$ cat config.mk
export PLATFORM = sky130hd
export DESIGN_NAME = cereal_arbiter
export DESIGN_NICKNAME = d
export VERILOG_FILES = /design/src/rtl/cereal_arbiter.sv
export SDC_FILE = /design/constraint.sdc
export NUM_CORES = 1
export LEC_CHECK = 0
export CAP_MARGIN = 10
export CELL_PAD_IN_SITES_DETAIL_PLACEMENT = 0
export CELL_PAD_IN_SITES_GLOBAL_PLACEMENT = 1
export CORE_MARGIN = 2
export CORE_UTILIZATION = 37
export CTS_CLUSTER_SIZE = 30
export DETAILED_ROUTE_END_ITERATION = 7
export PLACE_DENSITY_LB_ADDON = 0.08
export SLEW_MARGIN = 20
export SYNTH_ARGS = -nofsm -noshare
export SYNTH_HDL_FRONTEND = slang
export SYNTH_SLANG_ARGS = --single-unit
$ cat constraint.sdc
create_clock -name sysclk -period 4.3 [get_ports sysclk]
set_input_delay 0.86 -clock sysclk [delete_from_list [all_inputs] [get_ports sysclk]]
set_output_delay 0.86 -clock sysclk [all_outputs]
set_load 0.01 [all_outputs]
$ cat src/rtl/cereal_arbiter.sv
// cereal_arbiter
// Shares one cereal serial transmitter among NREQ byte sources. The sources
// are served round-robin. One byte is latched per grant. The arbiter holds
// tx_start for START_HOLD cycles, then follows tx_busy until the frame is
// done, and only then grants the next source.
//
// Ports
//   sysclk    in   1        rising-edge clock
//   rst_n     in   1        asynchronous active-low reset
//   enable    in   1        low: no new grants (an in-flight byte still finishes)
//   req       in   NREQ     per-requester request level
//   req_data  in   8*NREQ   byte for requester i on bits [8i+7:8i]
//   ack       out  NREQ     one-cycle pulse: requester i's byte was latched
//   tx_data   out  8        to cereal data; holds until the next grant
//   tx_start  out  1        to cereal start
//   tx_busy   in   1        from cereal status; high while a frame shifts
//   busy      out  1        high whenever the arbiter is not idle
//   grant_id  out  3        index of the last granted requester
//   err       out  1        one-cycle pulse when tx_busy never rose
//
// Handshake: a requester raises req[i] with req_data[i] and holds both stable
// until it sees ack[i] for one cycle. If req[i] is still high on the cycle
// after ack, that is a new request, and it queues behind the other pending
// requesters because the pointer has moved past i.

module cereal_arbiter #(
  parameter int NREQ       = 4,
  parameter int START_HOLD = 5702,
  parameter int TIMEOUT    = 65535
) (
  input  logic              sysclk,
  input  logic              rst_n,
  input  logic              enable,
  input  logic [NREQ-1:0]   req,
  input  logic [8*NREQ-1:0] req_data,
  output logic [NREQ-1:0]   ack,
  output logic [7:0]        tx_data,
  output logic              tx_start,
  input  logic              tx_busy,
  output logic              busy,
  output logic [2:0]        grant_id,
  output logic              err
);

  localparam int HW = (START_HOLD > 1) ? $clog2(START_HOLD) : 1;
  localparam int TW = (TIMEOUT > 0) ? $clog2(TIMEOUT + 1) : 1;
  localparam logic [HW-1:0] HOLD_LAST = HW'(START_HOLD - 1);
  localparam logic [TW-1:0] TO_LAST   = TW'(TIMEOUT - 1);
  localparam logic [2:0]    LAST_REQ  = 3'(NREQ - 1);

  typedef enum logic [1:0] {
    IDLE      = 2'd0,
    START     = 2'd1,
    WAIT_DONE = 2'd2
  } state_e;

  state_e          state_q;
  logic [2:0]      ptr_q;
  logic [HW-1:0]   hold_cnt_q;
  logic [TW-1:0]   wait_cnt_q;
  logic            seen_busy_q;

  // Requests and bytes are widened to 8 slots so that a 3-bit index always
  // fits. Unused slots read as "no request" and 0x00.
  logic [7:0]      req_ext;
  logic [7:0]      byte_arr [8];
  logic [NREQ-1:0] ack_d;
  logic [2:0]      sel_d;
  logic            found_d;
  logic [3:0]      sum;
  logic [7:0]      sel_byte;

  for (genvar g = 0; g < 8; g++) begin : g_slot
    if (g < NREQ) begin : g_used
      assign req_ext[g]  = req[g];
      assign byte_arr[g] = req_data[8*g +: 8];
    end else begin : g_unused
      assign req_ext[g]  = 1'b0;
      assign byte_arr[g] = 8'h00;
    end
  end

  // Scan upward from ptr_q, wrapping mod NREQ, and take the first set bit.
  always_comb begin
    found_d = 1'b0;
    sel_d   = 3'd0;
    sum     = 4'd0;
    for (int k = 0; k < NREQ; k++) begin
      sum = {1'b0, ptr_q} + 4'(k);
      if (sum >= 4'(NREQ)) sum = sum - 4'(NREQ);
      if (!found_d && req_ext[sum[2:0]]) begin
        found_d = 1'b1;
        sel_d   = sum[2:0];
      end
    end
  end

  assign sel_byte = byte_arr[sel_d];

  for (genvar g = 0; g < NREQ; g++) begin : g_ack
    assign ack_d[g] = (sel_d == 3'(g));
  end

  always_ff @(posedge sysclk or negedge rst_n) begin
    if (!rst_n) begin
      state_q     <= IDLE;
      ptr_q       <= 3'd0;
      hold_cnt_q  <= '0;
      wait_cnt_q  <= '0;
      seen_busy_q <= 1'b0;
      ack         <= '0;
      tx_data     <= 8'h00;
      tx_start    <= 1'b0;
      busy        <= 1'b0;
      grant_id    <= 3'd0;
      err         <= 1'b0;
    end else begin
      ack <= '0;
      err <= 1'b0;
      unique case (state_q)
        IDLE: begin
          if (enable && found_d) begin
            ack      <= ack_d;
            tx_data  <= sel_byte;
            grant_id <= sel_d;
            ptr_q    <= (sel_d == LAST_REQ) ? 3'd0 : sel_d + 3'd1;
            // A zero byte is acked and dropped without starting a frame.
            if (sel_byte != 8'h00) begin
              state_q     <= START;
              tx_start    <= 1'b1;
              busy        <= 1'b1;
              hold_cnt_q  <= '0;
              wait_cnt_q  <= '0;
              seen_busy_q <= 1'b0;
            end
          end
        end
        START: begin
          if (tx_busy) seen_busy_q <= 1'b1;
          if (hold_cnt_q == HOLD_LAST) begin
            tx_start   <= 1'b0;
            wait_cnt_q <= '0;
            state_q    <= WAIT_DONE;
          end else begin
            hold_cnt_q <= hold_cnt_q + 1'b1;
          end
        end
        WAIT_DONE: begin
          if (seen_busy_q) begin
            if (!tx_busy) begin
              state_q     <= IDLE;
              busy        <= 1'b0;
              seen_busy_q <= 1'b0;
            end
          end else if (tx_busy) begin
            seen_busy_q <= 1'b1;
          end else if (wait_cnt_q == TO_LAST) begin
            // The counter hit TIMEOUT-1 on this edge, so TIMEOUT cycles
            // have passed in WAIT_DONE without tx_busy rising.
            err     <= 1'b1;
            state_q <= IDLE;
            busy    <= 1'b0;
          end else if (wait_cnt_q != {TW{1'b1}}) begin
            wait_cnt_q <= wait_cnt_q + 1'b1;
          end
        end
        default: begin
          state_q  <= IDLE;
          tx_start <= 1'b0;
          busy     <= 1'b0;
        end
      endcase
    end
  end

endmodule
* Word level (Yosys, flattened, before mapping)
Cells that the tools add are included.
** Storage, ports and cells
- Bits in registers :: 53
- Latch bits :: 0
- Memory bits (writable) :: 0
- Bits in read-only memories :: 0
- Logic and storage cells :: 134
- Memories kept :: 0
** Cells by class
- Add/subtract/negate cells :: 10
- Multipliers :: 0
- Divide/modulo/power cells :: 0
- Magnitude comparators :: 9
- Equal/unequal tests :: 18
- Shifts and indexed selects :: 0
- Muxes and demuxes :: 64
- Bitwise logic cells :: 3
- Reductions and logical operators :: 19
** Operators with widths (count)
- 16-bit two-way mux :: 7
- 16-bit one-hot mux with 3 select lines :: 1
- 13-bit two-way mux :: 3
- 3-bit two-way mux :: 9
- 13-bit one-hot mux with 2 select lines :: 1
- 8-bit binary-select mux with 3-bit select :: 1
- 1-bit two-way mux :: 23
- 2-bit inequality test (second input constant) :: 9
- 16-bit by 1-bit adder with 16-bit output (second input constant) :: 1
- 16-bit == test (second input constant) :: 1
- 3-bit by 4-bit less-than comparator with 1-bit output (second input constant) :: 4
- 8-bit two-way mux :: 2
- 16-bit inequality test (second input constant) :: 1
- 2-bit two-way mux :: 7
- 13-bit by 1-bit adder with 13-bit output (second input constant) :: 1
- 13-bit == test (second input constant) :: 1
- 1-bit binary-select mux with 3-bit select :: 4
- 4-bit by 3-bit greater-or-equal comparator with 1-bit output (second input constant) :: 3
- 4-bit AND reduction :: 3
- 3-bit subtractor (second input constant) :: 4
- 5-bit AND reduction :: 2
- 1-bit one-hot mux with 3 select lines :: 3
- 3-bit by 2-bit adder with 4-bit output (second input constant) :: 2
- 4-bit two-way mux :: 2
- 21 further kinds :: 28

* Depth between registers and ports, before layout
- Word-level depth :: 22
- Depth in mapped cells :: 17

* Worst setup path before layout
OpenSTA, ideal clock, no wires.
- Kind :: reg2reg
- Start :: register ptr_q[0]
- End :: register wait_cnt_q[15]
- Library setup time :: 124 ps
- Data arrival time :: 4133 ps
- Setup slack :: 43 ps
- Cell stages (with the launch flop) :: 16
- Path buffers :: 4
- Period minus slack after synthesis :: 4257 ps
- Cells stage by stage :: dfrtp_1 -> buf_2 -> buf_2 -> clkinv_1 -> ha_1 -> mux4_2 -> and2_1 -> buf_6 -> o311a_1 -> mux2i_4 -> nand3_1 -> a222oi_1 -> a31o_2 -> buf_6 -> nor4_1 -> a211o_1
** Between the ends
- Longest elaborated chain between the ends :: 21
** RTL lines
- from (decl) :: line 58 : logic [2:0] ptr_q;
- from (signal assigned) :: line 126 : ptr_q <= (sel_d == LAST_REQ) ? 3'd0 : sel_d + 3'd1;
- parallel branches: the longest is 13 deep, another holds 3-bit by 1-bit adder with 4-bit output
- 3-bit two-way mux * :: line 91 : if (!found_d && req_ext[sum[2:0]]) begin
- net sel_d[1] :: line 68 : logic [2:0] sel_d;
- 3-bit inverter with 4-bit output (not written as such) * :: line 98 : assign sel_byte = byte_arr[sel_d];
- 8-bit binary-select mux with 3-bit select * :: line 98
- 8-bit two-way mux (not written as such) * (2 in series) :: line 98
- 8-bit nonzero test * :: line 128 : if (sel_byte != 8'h00) begin
- 2-bit inequality test (no line) *
- 8-bit AND reduction (no line) *
- to (signal assigned) :: line 164 : wait_cnt_q <= wait_cnt_q + 1'b1;
- to (decl) :: line 60 : logic [TW-1:0] wait_cnt_q;
Mark *: on every way through the listed nets, which the timed path passes. The select of a mux whose other input is x is not followed.
A chain may end at the register's enable or synchronous reset.

* Worst setup path in the final report
- Start :: input req[1]
- End :: register hold_cnt_q[10]
** Between the ends
- Longest elaborated chain between the ends :: 19
** RTL lines
- from (decl) :: line 34 : input logic [NREQ-1:0] req,
- 1-bit binary-select mux with 3-bit select :: line 91
- 1-bit two-way mux (not written as such) :: line 91
- 1-bit two-way mux :: line 91
- 1-bit logical NOT :: line 91
- 1-bit logical AND :: line 91
- 1-bit two-way mux :: line 91
- 1-bit logical NOT :: line 91
- 1-bit logical AND :: line 91
- (+3 left out)
- 3-bit two-way mux * :: line 91
- net sel_d[1] :: line 68
- 3-bit inverter with 4-bit output (not written as such) * :: line 98
- 8-bit binary-select mux with 3-bit select * :: line 98
- 8-bit two-way mux (not written as such) * (2 in series) :: line 98
- 8-bit nonzero test * :: line 128
- 2-bit inequality test (no line) *
- 4-bit AND reduction (no line) *
- to (signal assigned) :: line 145 : hold_cnt_q <= hold_cnt_q + 1'b1;
- to (decl) :: line 59 : logic [HW-1:0] hold_cnt_q;
The timed path passes the listed nets; every way through them passes the cells marked *. The select of a mux whose other input is x is not followed.

==> impl_results.md <==
* WP data required at 4.54 ns
* Share of layout cells above drive strength 1 at 12.9%
* Vias in the first global route at 3,144
* Largest net degree at the start of global routing at 35
* Die Area at 0.0104 mm2
* Rows at 35
* CTS Sinks at 53
* Maximum Capacitance Violations at 0
* Clk slew on worst S/H paths at 0.10 ns
* Max transition margin at 43.9%
* Clock Latency Late Sink at 0.31 ns
* Synthesis-stage register bit count at 53
* Post-cts gate resize count at 0
* Routed wire length at 9350 um
* Async set-reset flop share out of synthesis at 100%
* Top cell type's share of synthesized area at 37.4%
* # port buffers at 57
* Sequential share of the synthesized area at 37.4%
* Pre-CTS WS at -0.0307 ns
* TritonRoute pass-1 iters at 4
* Leakage at 1.96 nW
* CTS max path bufs at 2
* Top_reg_cell synth: dfrtp_1
* Via density at 5.39
* Layout area overhead at 28.5%
* Setup Skew at 0.00951 ns
* Max Clk Rate at 249 MHz
* Via count at 3,240
* Crit Path Category: primary input to flop
* Worst Tran Pin Value at 0.841 ns
* Initial antenna violation count at 0
* Class of the worst hold path: flop to flop
* Max stage delay on crit path at 0.58 ns
* Layout Cells excl Fill at 601
* Synth area leader: dfrtp_1
* Nets at 525
* Top cells by area, synth: dfrtp_1 37%, o31ai_1 5.1%, ha_1 4.9%
* Fin Setup TNS at 0 ns
* Die W at 102 um
* Netlist cell types at 64
* CTS Hold Bufs at 0
* Syn Nets at 447
* Synth top cells by count: 53 x dfrtp_1, 40 x nand2_1, 29 x nor2_1
* Final Hold Fails at 0
* Pwr per Cell Area at 638 mW/mm2
* Total power at 2.91 mW
* Syn Std Cell Area at 0.00354 mm2
* Most frequent cell after synthesis: dfrtp_1
* Residual DRC at 0
* Part of the cycle the worst path needs at 93.5%
* Core Util, Final at 49.1%
* Slowest stage cell on the critical path: a222oi_1
* Worst setup EP type: flop
* Multi-input logic area at 0.00205 mm2
* Outcome: complete, no violations
* CTS tree: yes
* Most common cell on crit path: buf_4
* Area after DPL at 0.00443 mm2
* Worst path buffer plus inverter count at 3
* CP cell instances: clkdlybuf4s50_1, mux4_2, and2_1, o311a_1, mux2i_4, nand3_1, a222oi_1, buf_4, a21o_1, nor2_1, buf_4, a21oi_1
* Routability Congestion at 0.804
* Initial Utilization at 38.2%
* Dpl cells at 592
* CP Max Fanout at 9
* Fill count at 922
* Drt wl/cell at 15.5 um
* Yosys warning total at 0
* H-tree depth at 2
* Core footprint at 0.00928 mm2
* Total congestion overflow at 0
* First-pass GRT wire length at 15,800 um
* Remaining antenna violation count after routing at 0
* Final min period at 4.02 ns
* Initial DRC Count at 115
* Critical path's top delay family: compound AO/OA/AOI/OAI gates
* Mean Syn Cell Area at 9.02 um2
* Setup ws final at 0.278 ns
* Max Slew Vio Count at 0
* Final setup viols at 0
* Ports at 58
* Reg area at 0.00133 mm2
* Number of enable flip-flop cells after synthesis at 0
* WHS at 0.489 ns
* GR Util All Layers at 19.1%
* Maximum vdd drop at 0.247 mV
* Finished layout cell area at 0.00455 mm2
* Ant. Diodes at 0
* Root Buffer: clkbuf_8
* Post-synthesis cell count at 393
* DP Wirelength at 6990 um
* Total CTS buffers at 5
* Startpoint types: primary input
* Worst EP arrival at 4.26 ns
* Chip height at 102 um
[sequential cells by signal, indices dropped and copies added (netlist names)]
name         cells
seen_busy_q      1
busy             1
tx_data          8
state_q          2
ack              4
ptr_q            3
grant_id         3
err              1
wait_cnt_q      16
hold_cnt_q      13
tx_start         1
[tightest hold or removal path, stage by stage (launching register included)]
cell,delay (ns)
dfrtp_1,0.35
nand2_1,0.04
o21ai_0,0.06
[metal layers]
| layer | global-route usage, % | part of all wire [%] | up-vias |
|---|---|---|---|
| li1 | - | - | 1628 |
| met3 | 2.94 | 2.4 | 6 |
| met1 | 26.4 | 50 | 1569 |
| met2 | 32.2 | 47 | 37 |
| met5 | 0 | 0 | - |
| met4 | 3.38 | 0.77 | 0 |
[repair_timing]
action / 4_1_cts / 5_1_grt
endpoints found under the setup margin: 0 / 3
setup buffers: 0 / 1
endpoints found under the hold margin: 0 / 0
[cell families after synthesis]
family,share of synthesized area [%]
buffers and inverters,4.77
XOR/XNOR,0.247
AND/OR/NAND/NOR,23.4
flip-flops,37.4
adder cells (fa/ha/maj),4.94
AO/OA/AOI/OAI,23.2
multiplexers,6.00
[cell type report]
type / count / area share (%)
multi-input cells: 304 / 45.0
repair buffers: 91 / 18.6
inverters: 16 / 1.32
clock inverters: 3 / 0.962
well taps: 129 / 3.54
flip-flops and latches: 53 / 29.1
clock buffers: 5 / 1.51
[report_power, final]
part / switching [mW] / internal (mW) / total [mW] / leakage (nW)
clock: 0.180 / 0.175 / 0.355 / 0.0585
combinational: 0.999 / 0.862 / 1.86 / 1.19
sequential: 0.0784 / 0.613 / 0.691 / 0.710
[cells in the final DEF (no fill, tap or decap), types with 12 or more instances in the layout]
| cell | Yosys | final |
|---|---|---|
| clkdlybuf4s50_1 | 0 | 56 |
| dfrtp_1 | 53 | 53 |
| nand2_1 | 40 | 40 |
| buf_4 | 2 | 32 |
| nor2_1 | 29 | 29 |
| o31ai_1 | 24 | 24 |
| nand3_1 | 20 | 20 |
| o21ai_0 | 16 | 16 |
| ha_1 | 14 | 14 |
| inv_1 | 13 | 13 |
| and2_1 | 13 | 13 |
| and3_1 | 13 | 13 |
| a21oi_1 | 13 | 13 |
| o21ai_1 | 12 | 12 |
[path summary, 6_finish.rpt]
check / start / end / slack (ns) / cells after the start
min in group asynchronous: rst_n / ack[2]$_DFF_PN0_ / 0.64 / 1
max in group asynchronous: rst_n / hold_cnt_q[1]$_DFFE_PN0P_ / 2.85 / 2
setup / recovery: req[1] / hold_cnt_q[10]$_DFFE_PN0P_ / 0.28 / 12
hold reg to reg: tx_data[5]$_DFFE_PN0P_ / tx_data[5]$_DFFE_PN0P_ / 0.49 / 2
setup reg to reg: ptr_q[0]$_DFFE_PN0P_ / hold_cnt_q[10]$_DFFE_PN0P_ / 0.35 / 13
hold / removal: tx_data[5]$_DFFE_PN0P_ / tx_data[5]$_DFFE_PN0P_ / 0.49 / 2
(Power assumes the default switching activity.)
